## config.mk

```make
export PLATFORM = sky130hd
export DESIGN_NAME = vinst_queue_flat
export DESIGN_NICKNAME = d
export VERILOG_FILES = /design/src/rtl/vinst_queue_if.sv /design/src/rtl/vinst_queue.sv /design/src/flat_wrapper.sv
export SDC_FILE = /design/constraint.sdc
export NUM_CORES = 1
export LEC_CHECK = 0
export CAP_MARGIN = 20
export CORE_AREA = 2 2 261 160
export DETAILED_ROUTE_END_ITERATION = 6
export DIE_AREA = 0 0 263 162
export PLACE_DENSITY_LB_ADDON = 0.15
export SLEW_MARGIN = 20
export SYNTH_ARGS = -nofsm -noshare
export SYNTH_HDL_FRONTEND = slang
export SYNTH_SLANG_ARGS = --single-unit
```

## constraint.sdc

```tcl
create_clock -name clk -period 4.9 [get_ports clk]
set_input_delay 0.735 -clock clk [delete_from_list [all_inputs] [get_ports clk]]
set_output_delay 0.735 -clock clk [all_outputs]
set_load 0.02 [all_outputs]
```

## src/rtl/vinst_queue_if.sv

```systemverilog
// Instruction type and the push/pop handshake bundle shared by the queue,
// its producer and the downstream controller.
package vinst_pkg;
  typedef struct packed {
    logic [7:0] opcode;
    logic [4:0] vd;
    logic [4:0] vs1;
    logic [4:0] vs2;
    logic [8:0] imm;
  } sa_inst_t;
endpackage

interface vinst_queue_if;
  logic                 wvalid;
  logic                 wready;
  vinst_pkg::sa_inst_t  winst;
  vinst_pkg::sa_inst_t  inst;
  logic                 iavail;
  logic                 ird;

  // slave = queue side, master = producer/controller side
  modport slave  (input wvalid, winst, ird, output wready, inst, iavail);
  modport master (output wvalid, winst, ird, input wready, inst, iavail);
endinterface

```

## src/rtl/vinst_queue.sv

```systemverilog
// Vector instruction queue: registered head plus circular RAM, valid/ready push,
// single-cycle ird pop, occupancy/almost-full/underflow/retired-count reporting.
module vinst_queue
  import vinst_pkg::*;
#(
  parameter int unsigned DEPTH    = 8,
  parameter int unsigned AFULL_TH = DEPTH - 2,
  parameter int unsigned PCW      = 16
) (
  input  logic                   clk,
  input  logic                   reset,
  vinst_queue_if.slave           bus,
  input  logic                   flush,
  input  logic                   clr_err,
  output logic [$clog2(DEPTH):0] count,
  output logic                   afull,
  output logic                   underflow,
  output logic [PCW-1:0]         popcnt
);

  localparam int unsigned RamDepth = DEPTH - 1;
  localparam int unsigned PtrW     = (RamDepth > 1) ? $clog2(RamDepth) : 1;
  localparam int unsigned CntW     = $clog2(DEPTH) + 1;

  localparam logic [CntW-1:0] DepthC  = CntW'(DEPTH);
  localparam logic [CntW-1:0] AfullC  = CntW'(AFULL_TH);
  localparam logic [CntW-1:0] OneC    = CntW'(1);
  localparam logic [PtrW-1:0] PtrLast = PtrW'(RamDepth - 1);

  // Explicit wrap: RamDepth is usually not a power of two.
  function automatic logic [PtrW-1:0] ptr_inc(input logic [PtrW-1:0] p);
    return (p == PtrLast) ? '0 : p + PtrW'(1);
  endfunction

  sa_inst_t        ram_q [RamDepth];
  sa_inst_t        head_q, head_d;
  logic            iavail_q, iavail_d;
  logic [PtrW-1:0] rd_ptr_q, rd_ptr_d;
  logic [PtrW-1:0] wr_ptr_q, wr_ptr_d;
  logic [CntW-1:0] count_q, count_d;
  logic            wready_q, wready_d;
  logic            afull_q, afull_d;
  logic            underflow_q, underflow_d;
  logic [PCW-1:0]  popcnt_q, popcnt_d;
  logic            ram_we;

  logic push, pop, ram_has, bypass;

  assign push    = bus.wvalid & wready_q;
  assign pop     = bus.ird & iavail_q;
  // Head is valid whenever count is non-zero, so anything beyond one lives in RAM.
  assign ram_has = count_q > OneC;
  assign bypass  = push & (~iavail_q | (pop & ~ram_has));

  always_comb begin
    head_d      = head_q;
    iavail_d    = iavail_q;
    rd_ptr_d    = rd_ptr_q;
    wr_ptr_d    = wr_ptr_q;
    count_d     = count_q;
    popcnt_d    = popcnt_q;
    ram_we      = 1'b0;
    underflow_d = underflow_q;

    if (bus.ird && !iavail_q) begin
      underflow_d = 1'b1;
    end else if (clr_err) begin
      underflow_d = 1'b0;
    end

    if (flush) begin
      iavail_d = 1'b0;
      rd_ptr_d = '0;
      wr_ptr_d = '0;
      count_d  = '0;
      popcnt_d = '0;
    end else begin
      if (pop) begin
        popcnt_d = popcnt_q + PCW'(1);
        if (ram_has) begin
          head_d   = ram_q[rd_ptr_q];
          rd_ptr_d = ptr_inc(rd_ptr_q);
        end else if (!push) begin
          iavail_d = 1'b0;
        end
      end
      if (bypass) begin
        head_d   = bus.winst;
        iavail_d = 1'b1;
      end else if (push) begin
        ram_we   = 1'b1;
        wr_ptr_d = ptr_inc(wr_ptr_q);
      end
      count_d = count_q + CntW'(push) - CntW'(pop);
    end

    wready_d = count_d < DepthC;
    afull_d  = count_d >= AfullC;
  end

  always_ff @(posedge clk or negedge reset) begin
    if (!reset) begin
      head_q      <= '0;
      iavail_q    <= 1'b0;
      rd_ptr_q    <= '0;
      wr_ptr_q    <= '0;
      count_q     <= '0;
      wready_q    <= 1'b0;
      afull_q     <= 1'b0;
      underflow_q <= 1'b0;
      popcnt_q    <= '0;
    end else begin
      head_q      <= head_d;
      iavail_q    <= iavail_d;
      rd_ptr_q    <= rd_ptr_d;
      wr_ptr_q    <= wr_ptr_d;
      count_q     <= count_d;
      wready_q    <= wready_d;
      afull_q     <= afull_d;
      underflow_q <= underflow_d;
      popcnt_q    <= popcnt_d;
    end
  end

  // Data storage carries no reset; validity is tracked by count and pointers.
  always_ff @(posedge clk) begin
    if (ram_we) begin
      ram_q[wr_ptr_q] <= bus.winst;
    end
  end

  assign bus.inst   = head_q;
  assign bus.iavail = iavail_q;
  assign bus.wready = wready_q;
  assign count      = count_q;
  assign afull      = afull_q;
  assign underflow  = underflow_q;
  assign popcnt     = popcnt_q;

endmodule

```

## src/flat_wrapper.sv

```systemverilog
// flat-port wrapper written by rule: the top's interface ports become plain ports
module vinst_queue_flat import vinst_pkg::*;
#(
  parameter int unsigned DEPTH    = 8,
  parameter int unsigned AFULL_TH = DEPTH - 2,
  parameter int unsigned PCW      = 16
)
  (clk, reset, flush, clr_err, count, afull, underflow, popcnt, bus_wvalid, bus_winst, bus_ird, bus_wready, bus_inst, bus_iavail);
  vinst_queue_if bus_i ();
  input  logic clk;
  input  logic reset;
  input  logic flush;
  input  logic clr_err;
  output logic [$clog2(DEPTH):0] count;
  output logic afull;
  output logic underflow;
  output logic [PCW-1:0] popcnt;
  input wire logic [$bits(bus_i.wvalid)-1:0] bus_wvalid;
  input wire logic [$bits(bus_i.winst)-1:0] bus_winst;
  input wire logic [$bits(bus_i.ird)-1:0] bus_ird;
  output wire logic [$bits(bus_i.wready)-1:0] bus_wready;
  output wire logic [$bits(bus_i.inst)-1:0] bus_inst;
  output wire logic [$bits(bus_i.iavail)-1:0] bus_iavail;
  assign bus_i.wvalid = bus_wvalid;
  assign bus_i.winst = bus_winst;
  assign bus_i.ird = bus_ird;
  assign bus_wready = bus_i.wready;
  assign bus_inst = bus_i.inst;
  assign bus_iavail = bus_i.iavail;
  vinst_queue #(.DEPTH(DEPTH), .AFULL_TH(AFULL_TH), .PCW(PCW)) u_core (.clk(clk), .reset(reset), .bus(bus_i), .flush(flush), .clr_err(clr_err), .count(count), .afull(afull), .underflow(underflow), .popcnt(popcnt));
endmodule
```

==> results.json <==
{
  "status": "complete, no violations",
  "tightest_slew_ps": 967.0,
  "peakVddDrop_mv": 0.2687,
  "clockBufferDepth": 3,
  "cp_cell_sequence": "clkdlybuf4s50_1 > nand2_2 > or4_1 > nor2_4 > buf_4",
  "crit_family": "simple AND/OR/NAND/NOR gates",
  "dpl.hpwl_um": 19150,
  "cp.arrival_ps": 3490,
  "max_freq_mhz": 308.9,
  "htree_levels": 1,
  "pwr-share-clk_pct": 33.1,
  "drtIter0Drc": 598,
  "grt_pass1_vias": 7339,
  "syn2layout_area_growth_pct": 20.36,
  "fp.dieW_um": 263,
  "hold_path.class": "input port to asynchronous set/reset pin",
  "dieArea_mm2": 0.04261,
  "num_vias": 7289,
  "end_kind": "register",
  "final_common_cell": "edfxtp_1",
  "power_leakage_nw": 4.637,
  "post-route-util_pct": 35.95,
  "fin_tns_setup_ps": 0,
  "cts_root_buf": "clkbuf_16",
  "cts.clk_slew.worst_paths_ps": 70,
  "period_share_pct": 66.08,
  "synth_nets": 850,
  "pwr-share-comb_pct": 21.2,
  "synth_edf_count": 224,
  "hold_viol_final": 0,
  "layout_setup_ws_ps": 1662,
  "grt_antenna_before_repair": 0,
  "synth_top_area_share_pct": 56.19,
  "crit_type": "input port to register",
  "most-common-layout-cells": "224 x edfxtp_1, 96 x mux2i_1, 92 x clkdlybuf4s50_1, 60 x dfrtp_1, 44 x a21oi_1",
  "post-place-ws_ps": 1040,
  "crit_fanout": 24,
  "cts_resized": 0,
  "cts_buffers": 29,
  "crit_path_start_kind": "input port",
  "cts_num_sinks": 286,
  "cap_violations": 0,
  "internal-power_mw": 4.537,
  "drive_above_1_share_pct": 12.39,
  "synthTopCellsByArea": "edfxtp_1 56%, dfrtp_1 13%, mux2i_1 8.0%, o31ai_2 3.1%, a221oi_1 2.3%",
  "total_power_mw": 6.379,
  "cts_tree": "done",
  "synthArstFlopShare_pct": 21.68,
  "grt_usage_pct": 15.32,
  "vias_per_cell": 5.051,
  "ys_types": 50,
  "rows": 57,
  "design.core.area_mm2": 0.04008,
  "hold_buffers": 0,
  "switching_share_pct": 28.87,
  "placed_area_mm2": 0.01353,
  "place_congestion": 0.7285,
  "initial_core_util_pct": 29.87,
  "ys_seq_area_share_pct": 69.15,
  "finalNetCount": 936,
  "rsz0062_at_grt": "false",
  "critPathSlowestCell": "or4_1",
  "switchingPower_mw": 1.842,
  "drv_slew": 0,
  "io_pins": 94,
  "ant_nets": 0,
  "finish.instance_area_mm2": 0.01441,
  "fin_crit_ps": 3238,
  "place_inst": 1391,
  "regToRegStartpoint": "u_core.count[2]",
  "syn_area_mm2": 0.01197,
  "worst-endpoint-required_ps": 5160,
  "synth_ff_type": "edfxtp_1",
  "die_h_um": 162,
  "yosys.area.top_type": "edfxtp_1",
  "antenna_cells": 0,
  "grt_pass1_wl_um": 49100,
  "grt_start_max_net_pins": 63,
  "synth_cells": 805,
  "finalNonFillerCells": 1443,
  "relSlewSlack_pct": 35.53,
  "ys_seq_elements": 286,
  "drtPass1Iterations": 5,
  "crit_start": "bus_wvalid",
  "drc_errors": 0,
  "skew_ps": 13.19,
  "synth_warnings": 0,
  "fin_hold_ws_ps": 325.5,
  "pwr-share-seq_pct": 45.7,
  "grt.overflow.total": 0,
  "p_per_area_mw_per_mm2": 442.8,
  "routedWlPerCell_um": 22.59,
  "cts_setup_buffers": 0,
  "clk_latency_ps": 560,
  "critPathMaxStageDelay_ps": 820,
  "avgSynthCellArea_um2": 14.87,
  "wl_um": 32600,
  "crit_buf_inv": 2,
  "numPortBuffers": 93,
  "setup_viol": 0
}
==> logic make-up after synthesis <==
group	count (synthesis)	synth area share, %
buffers and inverters	69	2.759
muxes	99	8.310
DFF	286	69.15
xor gates and xnor gates	12	0.8780
AOI/OAI and AO/OA	158	10.26
adders and majority gates	7	0.7944
and+or+nand+nor	174	7.840
==> final cells by class <==
class,instances,area (um2)
repair buffers,115,1119
fillers,3851,25670
clock buffers,42,804.5
flip-flops and latches,286,8283
clock inverters,10,72.57
well taps,531,664.4
inverters,9,33.78
multi-input cells,450,3431
==> layer usage <==
| layer | share of wire (%) | wire [um] | vias up | track usage, % |
|---|---|---|---|---|
| met2 | 42 | 13580 | 185 | 22.04 |
| met4 | 2.2 | 724 | 0 | 3.844 |
| li1 | - | - | 3301 | - |
| met5 | 0 | 0 | - | 0 |
| met3 | 4.7 | 1546 | 52 | 2.729 |
| met1 | 51 | 16760 | 3751 | 23.64 |
==> final timing paths <==
check | endpoint | slack [ps] | cells past startpoint
max in group asynchronous | u_core.rd_ptr_q[1] | 3860 | 1
min reg2reg | u_core.bus.inst[16] | 510 | 2
max | u_core.ram_q[4][11] | 1660 | 5
min | u_core.popcnt[9] | 330 | 1
min in group clk | u_core.bus.inst[16] | 510 | 2
max reg2reg | u_core.ram_q[4][11] | 1800 | 7
==> power by group through the flow <==
stage | combinational (mW) | clock [mW] | sequential [mW]
finish | 1.35 | 2.11 | 2.91
global route | 1.47 | 2.27 | 2.94
CTS | 1.37 | 2.17 | 2.92
detailed placement | 1.36 | 0 | 2.96
global placement | 1.36 | 0 | 2.97
floorplan | 0.616 | 0 | 3.10
==> sequential cells by signal (all words and copies together) (netlist names) <==
register           cells
u_core.afull           1
u_core.rd_ptr_q        3
u_core.bus.wready      1
u_core.bus.iavail      1
u_core.bus.inst       32
u_core.popcnt         16
u_core.count           4
u_core.underflow       1
u_core.ram_q         224
u_core.wr_ptr_q        3
==> cell usage after synthesis (all sizes together), types with 7 or more instances <==
cell type and n:
inv 9, o31ai 33, buf 29, nand3 42
mux2i 96, nand2 13, nor2 21, a221oi 32
a21oi 45, xor2 7, edfxtp 224, nor3 36
clkbuf 31, dfrtp 62, o22ai 34, nor2b 37
Power figures use the tool's default switching activity.
